--- config.mk ---
export PLATFORM = sky130hd
export DESIGN_NAME = output_guard
export DESIGN_NICKNAME = d
export VERILOG_FILES = /design/src/rtl/output_guard.sv
export SDC_FILE = /design/constraint.sdc
export NUM_CORES = 1
export LEC_CHECK = 0
export CORE_MARGIN = 5
export CORE_UTILIZATION = 45
export CTS_BUF_LIST = sky130_fd_sc_hd__clkbuf_16
export CTS_CLUSTER_SIZE = 14
export DETAILED_ROUTE_END_ITERATION = 10
export PLACE_DENSITY = 0.67
export SYNTH_ARGS = -nofsm -noshare
export SYNTH_HDL_FRONTEND = slang
export SYNTH_SLANG_ARGS = --single-unit
--- constraint.sdc ---
create_clock -name clk -period 2.4 [get_ports clk]
set_clock_uncertainty 0.05 [all_clocks]
set_input_delay 0.48 -clock clk [delete_from_list [all_inputs] [get_ports clk]]
set_output_delay 0.48 -clock clk [all_outputs]
set_load 0.1 [all_outputs]
--- src/rtl/output_guard.sv ---
// Final output safety stage: per-channel complement/timing checks gate relay and switch enables; faults latch until fault_clr.
// Latency: two cycles from input to enables/fault (one sample stage, one FSM stage); no backpressure, every cycle is evaluated.
module output_guard #(
    parameter int NCH          = 2,
    parameter int CNT_W        = 5,
    parameter int HI_LEN       = 1,
    parameter int LO_LEN       = 15,
    parameter int TOL          = 1,
    parameter int MISMATCH_MAX = 2,
    parameter int ARM_PERIODS  = 2
) (
    input  logic               clk,
    input  logic               rst,
    input  logic [NCH-1:0]     relay_a,
    input  logic [NCH-1:0]     relay_b,
    input  logic [NCH-1:0]     pulse_a,
    input  logic [NCH-1:0]     pulse_b,
    input  logic               fault_clr,
    output logic [NCH-1:0]     relay_en,
    output logic [NCH-1:0]     switch_en,
    output logic [NCH-1:0]     fault,
    output logic [2*NCH-1:0]   fault_code,
    output logic               any_fault
);

    localparam int HI_MIN = (HI_LEN - TOL < 1) ? 1 : HI_LEN - TOL;
    localparam int LO_MIN = (LO_LEN - TOL < 1) ? 1 : LO_LEN - TOL;
    localparam logic [CNT_W-1:0] HI_MIN_C = CNT_W'(HI_MIN);
    localparam logic [CNT_W-1:0] HI_MAX_C = CNT_W'(HI_LEN + TOL);
    localparam logic [CNT_W-1:0] LO_MIN_C = CNT_W'(LO_MIN);
    localparam logic [CNT_W-1:0] LO_MAX_C = CNT_W'(LO_LEN + TOL);
    localparam logic [CNT_W-1:0] RUN_SAT  = '1;

    localparam int MM_W = $clog2(MISMATCH_MAX + 2);
    localparam logic [MM_W-1:0] MM_TRIP = MM_W'(MISMATCH_MAX + 1);
    localparam logic [MM_W-1:0] MM_SAT  = '1;

    localparam int AW = (ARM_PERIODS < 2) ? 1 : $clog2(ARM_PERIODS + 1);
    localparam logic [AW-1:0] ARM_LAST = AW'(ARM_PERIODS - 1);

    typedef enum logic [1:0] {ST_ARMING, ST_RUN, ST_FAULT} state_t;

    for (genvar g = 0; g < NCH; g++) begin : g_ch
        logic            r_ra_s, r_rb_s, r_pa_s, r_pb_s, r_pa_s1;
        logic [CNT_W-1:0] r_run, w_run_nxt;
        logic [MM_W-1:0] r_rmm, r_pmm, w_rmm_nxt, w_pmm_nxt;
        state_t          r_state, w_state_nxt;
        logic [AW-1:0]   r_arm, w_arm_nxt;
        logic            r_first, w_first_nxt, r_hi_ok, w_hi_ok_nxt;
        logic            r_en, r_flt;
        logic [1:0]      r_code, w_code_nxt, w_err_code;
        logic            w_edge, w_phase_bad, w_stuck;
        logic            w_err_relay, w_err_pulse, w_err_time, w_err_any;

        always_comb begin
            w_edge    = r_pa_s ^ r_pa_s1;
            w_run_nxt = w_edge ? CNT_W'(1) : ((r_run == RUN_SAT) ? r_run : r_run + 1'b1);
            // r_pa_s1 is the level of the phase that an edge just closed
            w_phase_bad = r_pa_s1 ? ((r_run < HI_MIN_C) || (r_run > HI_MAX_C))
                                  : ((r_run < LO_MIN_C) || (r_run > LO_MAX_C));
            w_stuck    = !w_edge && (w_run_nxt > (r_pa_s ? HI_MAX_C : LO_MAX_C));
            w_err_time = w_edge ? (w_phase_bad && !r_first) : w_stuck;

            w_rmm_nxt = (r_ra_s != r_rb_s) ? '0 : ((r_rmm == MM_SAT) ? r_rmm : r_rmm + 1'b1);
            w_pmm_nxt = (r_pa_s != r_pb_s) ? '0 : ((r_pmm == MM_SAT) ? r_pmm : r_pmm + 1'b1);
            w_err_relay = (w_rmm_nxt >= MM_TRIP);
            w_err_pulse = (w_pmm_nxt >= MM_TRIP);
            w_err_any   = w_err_relay || w_err_pulse || w_err_time;
            w_err_code  = w_err_relay ? 2'd1 : (w_err_pulse ? 2'd2 : (w_err_time ? 2'd3 : 2'd0));
        end

        always_comb begin
            w_state_nxt = r_state;
            w_arm_nxt   = r_arm;
            w_first_nxt = r_first;
            w_hi_ok_nxt = r_hi_ok;
            w_code_nxt  = r_code;
            case (r_state)
                ST_ARMING: begin
                    if (w_edge) begin
                        w_first_nxt = 1'b0;
                    end
                    if (w_err_any) begin
                        w_arm_nxt   = '0;
                        w_hi_ok_nxt = 1'b0;
                    end else if (w_edge) begin
                        if (r_first) begin
                            w_hi_ok_nxt = 1'b0;
                        end else if (r_pa_s1) begin
                            w_hi_ok_nxt = 1'b1;
                        end else begin
                            // rising edge: a full verified high+low period completed
                            w_hi_ok_nxt = 1'b0;
                            if (r_hi_ok) begin
                                if (r_arm == ARM_LAST) begin
                                    w_state_nxt = ST_RUN;
                                    w_arm_nxt   = '0;
                                end else begin
                                    w_arm_nxt = r_arm + 1'b1;
                                end
                            end
                        end
                    end
                end
                ST_RUN: begin
                    if (w_err_any) begin
                        w_state_nxt = ST_FAULT;
                        w_code_nxt  = w_err_code;
                    end
                end
                ST_FAULT: begin
                    if (fault_clr) begin
                        w_state_nxt = ST_ARMING;
                        w_code_nxt  = 2'd0;
                        w_first_nxt = 1'b1;
                        w_arm_nxt   = '0;
                        w_hi_ok_nxt = 1'b0;
                    end
                end
                default: begin
                    w_state_nxt = ST_ARMING;
                end
            endcase
        end

        always_ff @(posedge clk) begin
            if (rst) begin
                r_ra_s  <= 1'b0;
                r_rb_s  <= 1'b0;
                r_pa_s  <= 1'b0;
                r_pb_s  <= 1'b0;
                r_pa_s1 <= 1'b0;
                r_run   <= '0;
                r_rmm   <= '0;
                r_pmm   <= '0;
                r_state <= ST_ARMING;
                r_arm   <= '0;
                r_first <= 1'b1;
                r_hi_ok <= 1'b0;
                r_en    <= 1'b0;
                r_flt   <= 1'b0;
                r_code  <= 2'd0;
            end else begin
                r_ra_s  <= relay_a[g];
                r_rb_s  <= relay_b[g];
                r_pa_s  <= pulse_a[g];
                r_pb_s  <= pulse_b[g];
                r_pa_s1 <= r_pa_s;
                r_run   <= w_run_nxt;
                r_rmm   <= w_rmm_nxt;
                r_pmm   <= w_pmm_nxt;
                r_state <= w_state_nxt;
                r_arm   <= w_arm_nxt;
                r_first <= w_first_nxt;
                r_hi_ok <= w_hi_ok_nxt;
                r_en    <= (w_state_nxt == ST_RUN);
                r_flt   <= (w_state_nxt == ST_FAULT);
                r_code  <= w_code_nxt;
            end
        end

        assign relay_en[g]          = r_en;
        assign switch_en[g]         = r_en;
        assign fault[g]             = r_flt;
        assign fault_code[2*g +: 2] = r_code;
    end

    assign any_fault = |fault;

endmodule

==> qor.yml <==
status:
  status: "finished clean"
finish:
  area_growth_pct: 19.36
  fin_area_mm2: 0.002900
  diodes: 0
  nNetsFinal: 315
  finalCoreUtilization: 0.5607
  drive_above_1_share: 0.1667
  instances_no_fill: 370
pwr:
  finalPower_mw: 1.857
  p_leak_nw: 1.145
  p_per_area_mw_per_mm2: 640.4
  max-vdd-ir-drop_mv: 0.3476
placed_design:
  pre_cts_ws_ns: 0.008926
  post-dp-hpwl_mm: 3.479
  placed_area_mm2: 0.002693
  port_buffers: 21
  placed_cells: 361
  finalWeightedCongestion: 0.7756
global_route:
  antenna_found_initial: 0
  grt_use_total: 0.1427
  grt_pass1_wl_mm: 8.286
  grt_pass1_vias: 1815
  grt_max_degree: 20
  grt-ovfl-total: 0
cts:
  clk_pin_slew_ns: 0.06
  cts-root-buf: "clkbuf_16"
  cts.path.max_buffers: 2
  holdBufCountCts: 0
  cts.sinks: 48
  worst_skew_pair.late_latency_ns: 0.28
  cts_tree: "built"
  numCtsBuffers: 5
  htreeDepth: 2
logic_synthesis:
  syn_nets: 293
  yosys_warnings: 0
  synth_area_leaders: "dfxtp_1 (40%), nor2b_1 (4.9%), nor2_1 (4.3%)"
  async_flop_share: 0
  synth_area_leader_cell: "dfxtp_1"
  synth_seq_cells: 48
  seq_area_frac_synth: 0.3955
  synth_flop_cell: "dfxtp_1"
  synth_cell_type_count: 57
  netlist.area_leader.share: 0.3955
  synth_edf_count: 0
  syn_area_per_cell_um2: 8.772
  syn_inst: 277
  synth_area_mm2: 0.002430
sta:
  relSlewSlack: 0.5954
  min_period_ns: 2.312
  hold_viol: 0
  finalMaxSlewViolations: 0
  whs_ns: 0.4162
  finalSetupViolCount: 0
  setup-tns-final_ns: 0
  period_share: 0.9633
  tightest_slew_ns: 0.5987
  setup_slack_ns: 0.08809
  max_freq_ghz: 0.4325
die:
  design.die.area_mm2: 0.006969
  die_h_um: 83.48
  die_x_um: 83.48
  io_pins: 22
  fp.coreArea_mm2: 0.005172
  fp-row-count: 26
  start_util: 0.4698
detailed_routing:
  totalWireLength_mm: 4.794
  dr.pass1.iters: 4
  drtIter0Drc: 89
  viasPerCell: 5.376
  wl_per_cell_um: 12.96
  ant_nets: 0
  drcViolationCount: 0
  num_vias: 1989
run:
  maxCapViolCount: 0
setup_path:
  cp-end-kind: "flip-flop"
  required_ns: 2.53
  critical_path_class: "reg2reg"
  worst-path-max-fanout: 5
  cp.arrival_ns: 2.44
  worstSetupStartpointType: "flip-flop"
hold_path:
  hp-class: "reg2reg"
-- sequential cells by signal, summed over array words and instances (netlist names) --
name,cells
g_ch.r_pa_s,2
g_ch.r_pa_s1,2
g_ch.r_state,4
g_ch.r_first,2
g_ch.r_code,4
g_ch.r_en,2
g_ch.r_hi_ok,2
g_ch.r_rmm,4
g_ch.r_pmm,4
g_ch.r_rb_s,2
g_ch.r_run,10
g_ch.r_pb_s,2
g_ch.r_flt,2
g_ch.r_arm,4
g_ch.r_ra_s,2
-- cells by family (layout without fill, tap and decap cells) --
family | count (synthesis) | in the layout | synth area share
buf+inv | 30 | 53 | 0.06334
simple gates | 119 | 119 | 0.2899
fa+ha+maj | 5 | 5 | 0.02575
mux | 5 | 5 | 0.02163
flops | 48 | 48 | 0.3955
xor+xnor | 10 | 10 | 0.03605
compound gates | 60 | 60 | 0.1679
-- layout by cell type, fill, tap and decap left out, types with 7 or more instances in the layout --
cell type        netlist  final
a21oi_1               19     19
buf_4                  8     26
clkdlybuf4s50_1        0     10
dfxtp_1               48     47
inv_1                  9      9
nand2_1               17     17
nand2b_1               8      8
nor2_1                28     28
nor2b_1               19     19
nor3b_1               11     11
xnor2_1                8      7
-- cells in the mapped netlist (all sizes together) (2+ instances only) --
cell,n
a211oi,2
a21oi,19
a22o,3
a31oi,7
and2,3
buf,19
clkbuf,2
dfxtp,48
ha,5
inv,9
mux2,2
mux2i,3
nand2,17
nand2b,8
nand3,3
nand3b,3
nand4,6
nand4b,2
nor2,28
nor2b,19
nor3,6
nor3b,11
nor4b,4
o211ai,2
o21a,3
o21ai,9
o22ai,2
or2,4
xnor2,8
xor2,2
-- where the power goes --
part	internal, mW	switching (mW)
combinational	0.110	0.109
sequential	0.829	0.0298
clock	0.489	0.290
total	1.43	0.429
-- worst max-delay path, stage by stage, from the launching register on --
cell	delay, ns
dfxtp_1	0.33
ha_4	0.17
a31oi_4	0.14
nor2b_1	0.07
ha_1	0.34
and4_4	0.20
o32a_1	0.36
o211ai_4	0.26
nor3_4	0.07
a22o_1	0.21
-- routing by layer --
| layer | track usage | up-vias | routed length, um |
|---|---|---|---|
| met1 | 0.1829 | 939 | 2305 |
| met5 | 0 | - | 0 |
| met2 | 0.2318 | 25 | 2299 |
| met4 | 0.05556 | 0 | 59 |
| met3 | 0.03356 | 7 | 129 |
| li1 | - | 1018 | - |
-- layout make-up --
type,instances,area (um2)
Clock buffer,5,125.1
Fill cell,464,2272
Timing Repair Buffer,36,295.3
Tap cell,70,87.58
Inverter,9,33.78
Sequential cell,48,962.2
Clock inverter,3,42.54
Multi-Input combinational cell,199,1354
-- final timing paths --
path,end,from,slack [ns],depth (start not counted)
worst max-delay path,g_ch[0].r_arm[0],g_ch[0].r_run[1],0.09,9
worst min-delay path,g_ch[1].r_arm[1],g_ch[1].r_arm[1],0.42,2
worst max register to register,g_ch[0].r_arm[0],g_ch[0].r_run[1],0.09,9
worst min register to register,g_ch[1].r_arm[1],g_ch[1].r_arm[1],0.42,2
-- timing repair --
action | 4_1_cts | 5_1_grt
pin swaps | 1 | 6
gates resized for setup | 0 | 6
setup endpoints to repair | 1 | 8
setup buffers | 0 | 1
(Power assumes the default switching activity.)
